--- config.mk ---
export PLATFORM = sky130hd
export DESIGN_NAME = trim_rx
export DESIGN_NICKNAME = d
export VERILOG_FILES = /design/src/rtl/trim_rx.sv
export SDC_FILE = /design/constraint.sdc
export NUM_CORES = 1
export LEC_CHECK = 0
export BUFFER_PORTS_ARGS = -buffer_cell sky130_fd_sc_hd__buf_2
export CAP_MARGIN = 25
export CORE_MARGIN = 4
export CORE_UTILIZATION = 44
export CTS_BUF_LIST = sky130_fd_sc_hd__clkbuf_16
export DETAILED_ROUTE_END_ITERATION = 16
export HOLD_SLACK_MARGIN = 0.05
export PLACE_DENSITY = 0.73
export SYNTH_ARGS = -nofsm -noshare
export SYNTH_HDL_FRONTEND = slang
export SYNTH_SLANG_ARGS = --single-unit
--- constraint.sdc ---
create_clock -name CLK50 -period 2.4 [get_ports CLK50]
set_input_delay 0.48 -clock CLK50 [delete_from_list [all_inputs] [get_ports CLK50]]
set_output_delay 0.48 -clock CLK50 [all_outputs]
set_load 0.03 [all_outputs]
--- src/rtl/trim_rx.sv ---
// trim_rx: receive end of the serial trim link. Deserializes LSB-first DIN bits,
// sampled on ENCLK falling edges, into TRIMCODE; an idle timeout closes each frame.
module trim_rx #(
    parameter int WIDTH   = 12,
    parameter int TIMEOUT = 60000000,
    parameter int TCW     = 26
) (
    input  logic             CLK50,
    input  logic             RST_N,
    input  logic             ENCLK,
    input  logic             DIN,
    output logic [WIDTH-1:0] TRIMCODE,
    output logic             VALID,
    output logic             FRAME_ERR,
    output logic             OVERRUN,
    output logic             BUSY
);

    localparam int BW = $clog2(WIDTH + 2);
    localparam logic [BW-1:0]    BIT_ONE = BW'(1);
    localparam logic [BW-1:0]    BIT_W   = BW'(WIDTH);
    localparam logic [BW-1:0]    BIT_OVR = BW'(WIDTH + 1);
    localparam logic [TCW-1:0]   T_ONE   = TCW'(1);
    localparam logic [TCW-1:0]   T_LAST  = TCW'(TIMEOUT - 1);
    localparam logic [WIDTH-1:0] SH_ONE  = WIDTH'(1);

    typedef enum logic [1:0] {S_IDLE, S_RECV, S_DONE} state_t;

    logic en_s1_q, en_s2_q, en_h_q;
    logic din_s1_q, din_s2_q;
    logic fe;

    state_t           state_q, state_d;
    logic [BW-1:0]    bitcnt_q, bitcnt_d;
    logic [WIDTH-1:0] shreg_q, shreg_d;
    logic [TCW-1:0]   tcnt_q, tcnt_d;
    logic [WIDTH-1:0] trim_q, trim_d;
    logic             valid_q, valid_d;
    logic             ferr_q, ferr_d;
    logic             ovr_q, ovr_d;

    // Two-flop synchronizers; the extra ENCLK flop gives the edge history.
    always_ff @(posedge CLK50 or negedge RST_N) begin
        if (!RST_N) begin
            en_s1_q  <= 1'b0;
            en_s2_q  <= 1'b0;
            en_h_q   <= 1'b0;
            din_s1_q <= 1'b0;
            din_s2_q <= 1'b0;
        end else begin
            en_s1_q  <= ENCLK;
            en_s2_q  <= en_s1_q;
            en_h_q   <= en_s2_q;
            din_s1_q <= DIN;
            din_s2_q <= din_s1_q;
        end
    end

    assign fe = en_h_q & ~en_s2_q;

    always_comb begin
        state_d  = state_q;
        bitcnt_d = bitcnt_q;
        shreg_d  = shreg_q;
        tcnt_d   = tcnt_q;
        trim_d   = trim_q;
        valid_d  = 1'b0;
        ferr_d   = 1'b0;
        ovr_d    = 1'b0;
        case (state_q)
            S_IDLE: begin
                bitcnt_d = '0;
                shreg_d  = '0;
                tcnt_d   = '0;
                if (fe) begin
                    state_d  = S_RECV;
                    shreg_d  = {{(WIDTH-1){1'b0}}, din_s2_q};
                    bitcnt_d = BIT_ONE;
                end
            end
            S_RECV: begin
                if (fe) begin
                    if (bitcnt_q < BIT_W) begin
                        shreg_d = (shreg_q & ~(SH_ONE << bitcnt_q))
                                | (WIDTH'(din_s2_q) << bitcnt_q);
                    end
                    // Saturating at WIDTH+1 is enough to flag an overrun.
                    if (bitcnt_q != BIT_OVR) begin
                        bitcnt_d = bitcnt_q + BIT_ONE;
                    end
                    tcnt_d = '0;
                end else if (en_s2_q) begin
                    tcnt_d = '0;
                end else if (tcnt_q == T_LAST) begin
                    state_d = S_DONE;
                    if (bitcnt_q >= BIT_W) begin
                        trim_d  = shreg_q;
                        valid_d = 1'b1;
                        ovr_d   = (bitcnt_q == BIT_OVR);
                    end else begin
                        ferr_d = 1'b1;
                    end
                end else begin
                    tcnt_d = tcnt_q + T_ONE;
                end
            end
            S_DONE: begin
                state_d = S_IDLE;
            end
            default: begin
                state_d = S_IDLE;
            end
        endcase
    end

    always_ff @(posedge CLK50 or negedge RST_N) begin
        if (!RST_N) begin
            state_q  <= S_IDLE;
            bitcnt_q <= '0;
            shreg_q  <= '0;
            tcnt_q   <= '0;
            trim_q   <= '0;
            valid_q  <= 1'b0;
            ferr_q   <= 1'b0;
            ovr_q    <= 1'b0;
        end else begin
            state_q  <= state_d;
            bitcnt_q <= bitcnt_d;
            shreg_q  <= shreg_d;
            tcnt_q   <= tcnt_d;
            trim_q   <= trim_d;
            valid_q  <= valid_d;
            ferr_q   <= ferr_d;
            ovr_q    <= ovr_d;
        end
    end

    assign TRIMCODE  = trim_q;
    assign VALID     = valid_q;
    assign FRAME_ERR = ferr_q;
    assign OVERRUN   = ovr_q;
    assign BUSY      = (state_q == S_RECV);

endmodule

==> run metrics <==
status finished, final reports clean; critical path's top delay family simple AND/OR/NAND/NOR gates; TritonCTS clock tree yes; ant diodes 0; dominant synthesized flop cell dfrtp_1; post-synth net total around 360; setup tns final 0 ps; core area ~0.0073 mm²; Post-Synthesis Cells between 300 and 400; cells along the critical path nand4_1 -> nor4_1 -> nand2_1 -> or4_1 -> nand3_1; static leakage 1.82 nW; gpl congestion about 0.86; Congestion Overflow GR 0; initial antenna violation count 0; final wirelength between 7000 and 8000 µm; final worst path period share between 90% and 100%; final setup fails 0; Worst-Skew Late Latency roughly 330 ps; # hold bufs at CTS 0; cell taking the most area after synthesis dfrtp_1; final hold violation count 0; RSZ-0062 raised after global routing false; Clock Path Buffers 2; Avg WL per Cell roughly 16 µm; Netlist cell types 52; Seq/Total Area, Yosys between 40% and 50%; CP Data Arrival Time 2440 ps; yosys warns 0; RR Endpoint tcnt_q[20]; total number of vias around 2700; Final Cell Area just under 0.004 mm²; post-synthesis cell area around 0.0033 mm²; Post-CTS Resized 0; reg2reg setup slack ~220 ps; Initial DRC Count ~180; top cells by area, synth dfrtp_1, nand2_1, o21ai_0; CTS Buf Count 9; Post-CTS Setup Bufs 0; DRT Pass-1 Iters 4; # nets final ~390; asr flop ratio synth 100%; I/O pins 20; critical path class flop to flop; Synth-to-Final Area Change 17.3%; Worst Max-Slew Pin Slew 669 ps; die width roughly 95 µm; number of synthesized flops with an enable pin 0; Slew Limit Headroom ~55%; first-pass GRT wire length around 13000 µm; Post-route DRC 0; Clk pin slew, worst setup/hold paths roughly 60 ps; vias in the first global route between 2000 and 3000; CP max stage delay 540 ps; CP Max Fanout 7; Crit. End Element flop; port buffer count 19; worst path required time 2660 ps; drt via density approximately 5.7; Post-DP Area 0.00358 mm²; root buffer cell clkbuf_16; Pwr per Cell Area about 810 mW/mm²; FMAX between 400 and 500 MHz; commonest non-fill, non-tap cell in the layout dfrtp_1; Buf/Inv on CP 0; max-cap violations 0; Total GRT Usage a little under a fifth; Worst Setup Start Kind flop; largest net degree at the start of global routing 32; full die area 0.00906 mm²; Antenna Violating Nets Remaining 0; Yosys reg bits 64; most frequent cells in the layout dfrtp_1, nand2_1, o21ai_0, buf_2, inv_1; worst r2r src tcnt_q[11]; Die Y ~95 µm; slowest CP cell nor4_1; Sinks on Clock Net 64; R2R cell count 5; Synth Area per Inst around 9.7 µm²; Detail Placement HPWL 5050 µm; post-layout min period roughly 2200 ps; Final Max Tran Viols 0; peak supply drop about 0.5 mV; fraction of layout cells with a size suffix above 1 a little under a fifth; clk_skew approximately 8.5 ps; # H-tree levels 3; FP Rows 31; Initial Utilization 45.6%; worst hold path type input port to async pin; Synth top area share between 40% and 50%
power by group:
part           total [mW]  internal [mW]  switching (mW)
combinational       0.440          0.167           0.273
clock                1.42          0.919           0.497
sequential           1.32           1.20           0.123
total                3.18           2.28           0.893
per-layer routing:
layer	wire, µm	vias to the layer above	part of all wire [%]	global-route usage, %
met5	0	-	0	0
met4	82	0	1.1	7.21
met3	428	7	5.7	5.37
met2	3460	67	46	28.7
met1	3490	1321	47	24.0
li1	-	1329	-	-
area by class of cell:
| class | count | area (µm²) |
|---|---|---|
| fillers | 632 | 3410 |
| multi-input cells | 248 | 1610 |
| flip-flops and latches | 64 | 1600 |
| inverters | 17 | 63.8 |
| clock buffers | 9 | 225 |
| well taps | 99 | 124 |
| clock inverters | 7 | 103 |
| repair buffers | 33 | 200 |
through the flow:
| step | worst slack [ps] | total power [mW] | instances | util [%] | hold WS [ps] |
|---|---|---|---|---|---|
| floorplan | 192 | 1.61 | 345 | - | 184 |
| global placement | 107 | 1.76 | 461 | 48.9 | 334 |
| detailed placement | 19.3 | 1.78 | 461 | 48.9 | 336 |
| CTS | 18.4 | 3.21 | 477 | 53.4 | 199 |
| global route | 108 | 3.35 | 477 | 53.5 | 235 |
| finish | 223 | 3.18 | 477 | 53.5 | 184 |
cells in the mapped netlist (7+ instances only):
cell and number:
mux2_4 8, nand4_1 7, clkbuf_1 13, dfrtp_1 64, o31ai_1 9, nor2_1 15, a21boi_0 8, nor3_1 8
inv_1 17, o21ai_0 29, nand2_1 46, nand3_1 16, a21oi_1 12, ha_1 8, nor4_1 10
worst max path at each step:
stage | from | endpoint | depth (start not counted)
detailed placement | tcnt_q[18] | TRIMCODE[11] | 5
CTS | tcnt_q[18] | TRIMCODE[11] | 5
finish | tcnt_q[11] | tcnt_q[20] | 5
floorplan | tcnt_q[18] | TRIMCODE[10] | 7
global route | tcnt_q[18] | tcnt_q[13] | 5
global placement | tcnt_q[18] | TRIMCODE[11] | 5
registers in the layout, summed over array words and instances, names as in the netlist:
| name | flops |
|---|---|
| FRAME_ERR | 1 |
| OVERRUN | 1 |
| TRIMCODE | 12 |
| VALID | 1 |
| bitcnt_q | 4 |
| din_s1_q | 1 |
| din_s2_q | 1 |
| en_h_q | 1 |
| en_s1_q | 1 |
| en_s2_q | 1 |
| shreg_q | 12 |
| state_q | 2 |
| tcnt_q | 26 |
worst reg2reg max path, stage by stage (launching register included):
cell	delay, ps
dfrtp_1	450
nand4_1	310
nor4_1	540
nand2_1	270
or4_1	460
nand3_1	100
cells by family (layout without fill, tap and decap cells):
kind of cell | count (synthesis) | in the layout | synth area share (%)
DFF | 64 | 64 | 47.9
adders and majority gates | 8 | 8 | 2.99
muxes | 12 | 12 | 4.94
buffers and inverters | 33 | 66 | 4.45
and+or+nand+nor | 134 | 134 | 21.1
AOI/OAI and AO/OA | 94 | 94 | 18.7
Note: power is estimated with default switching activity, not from simulation.
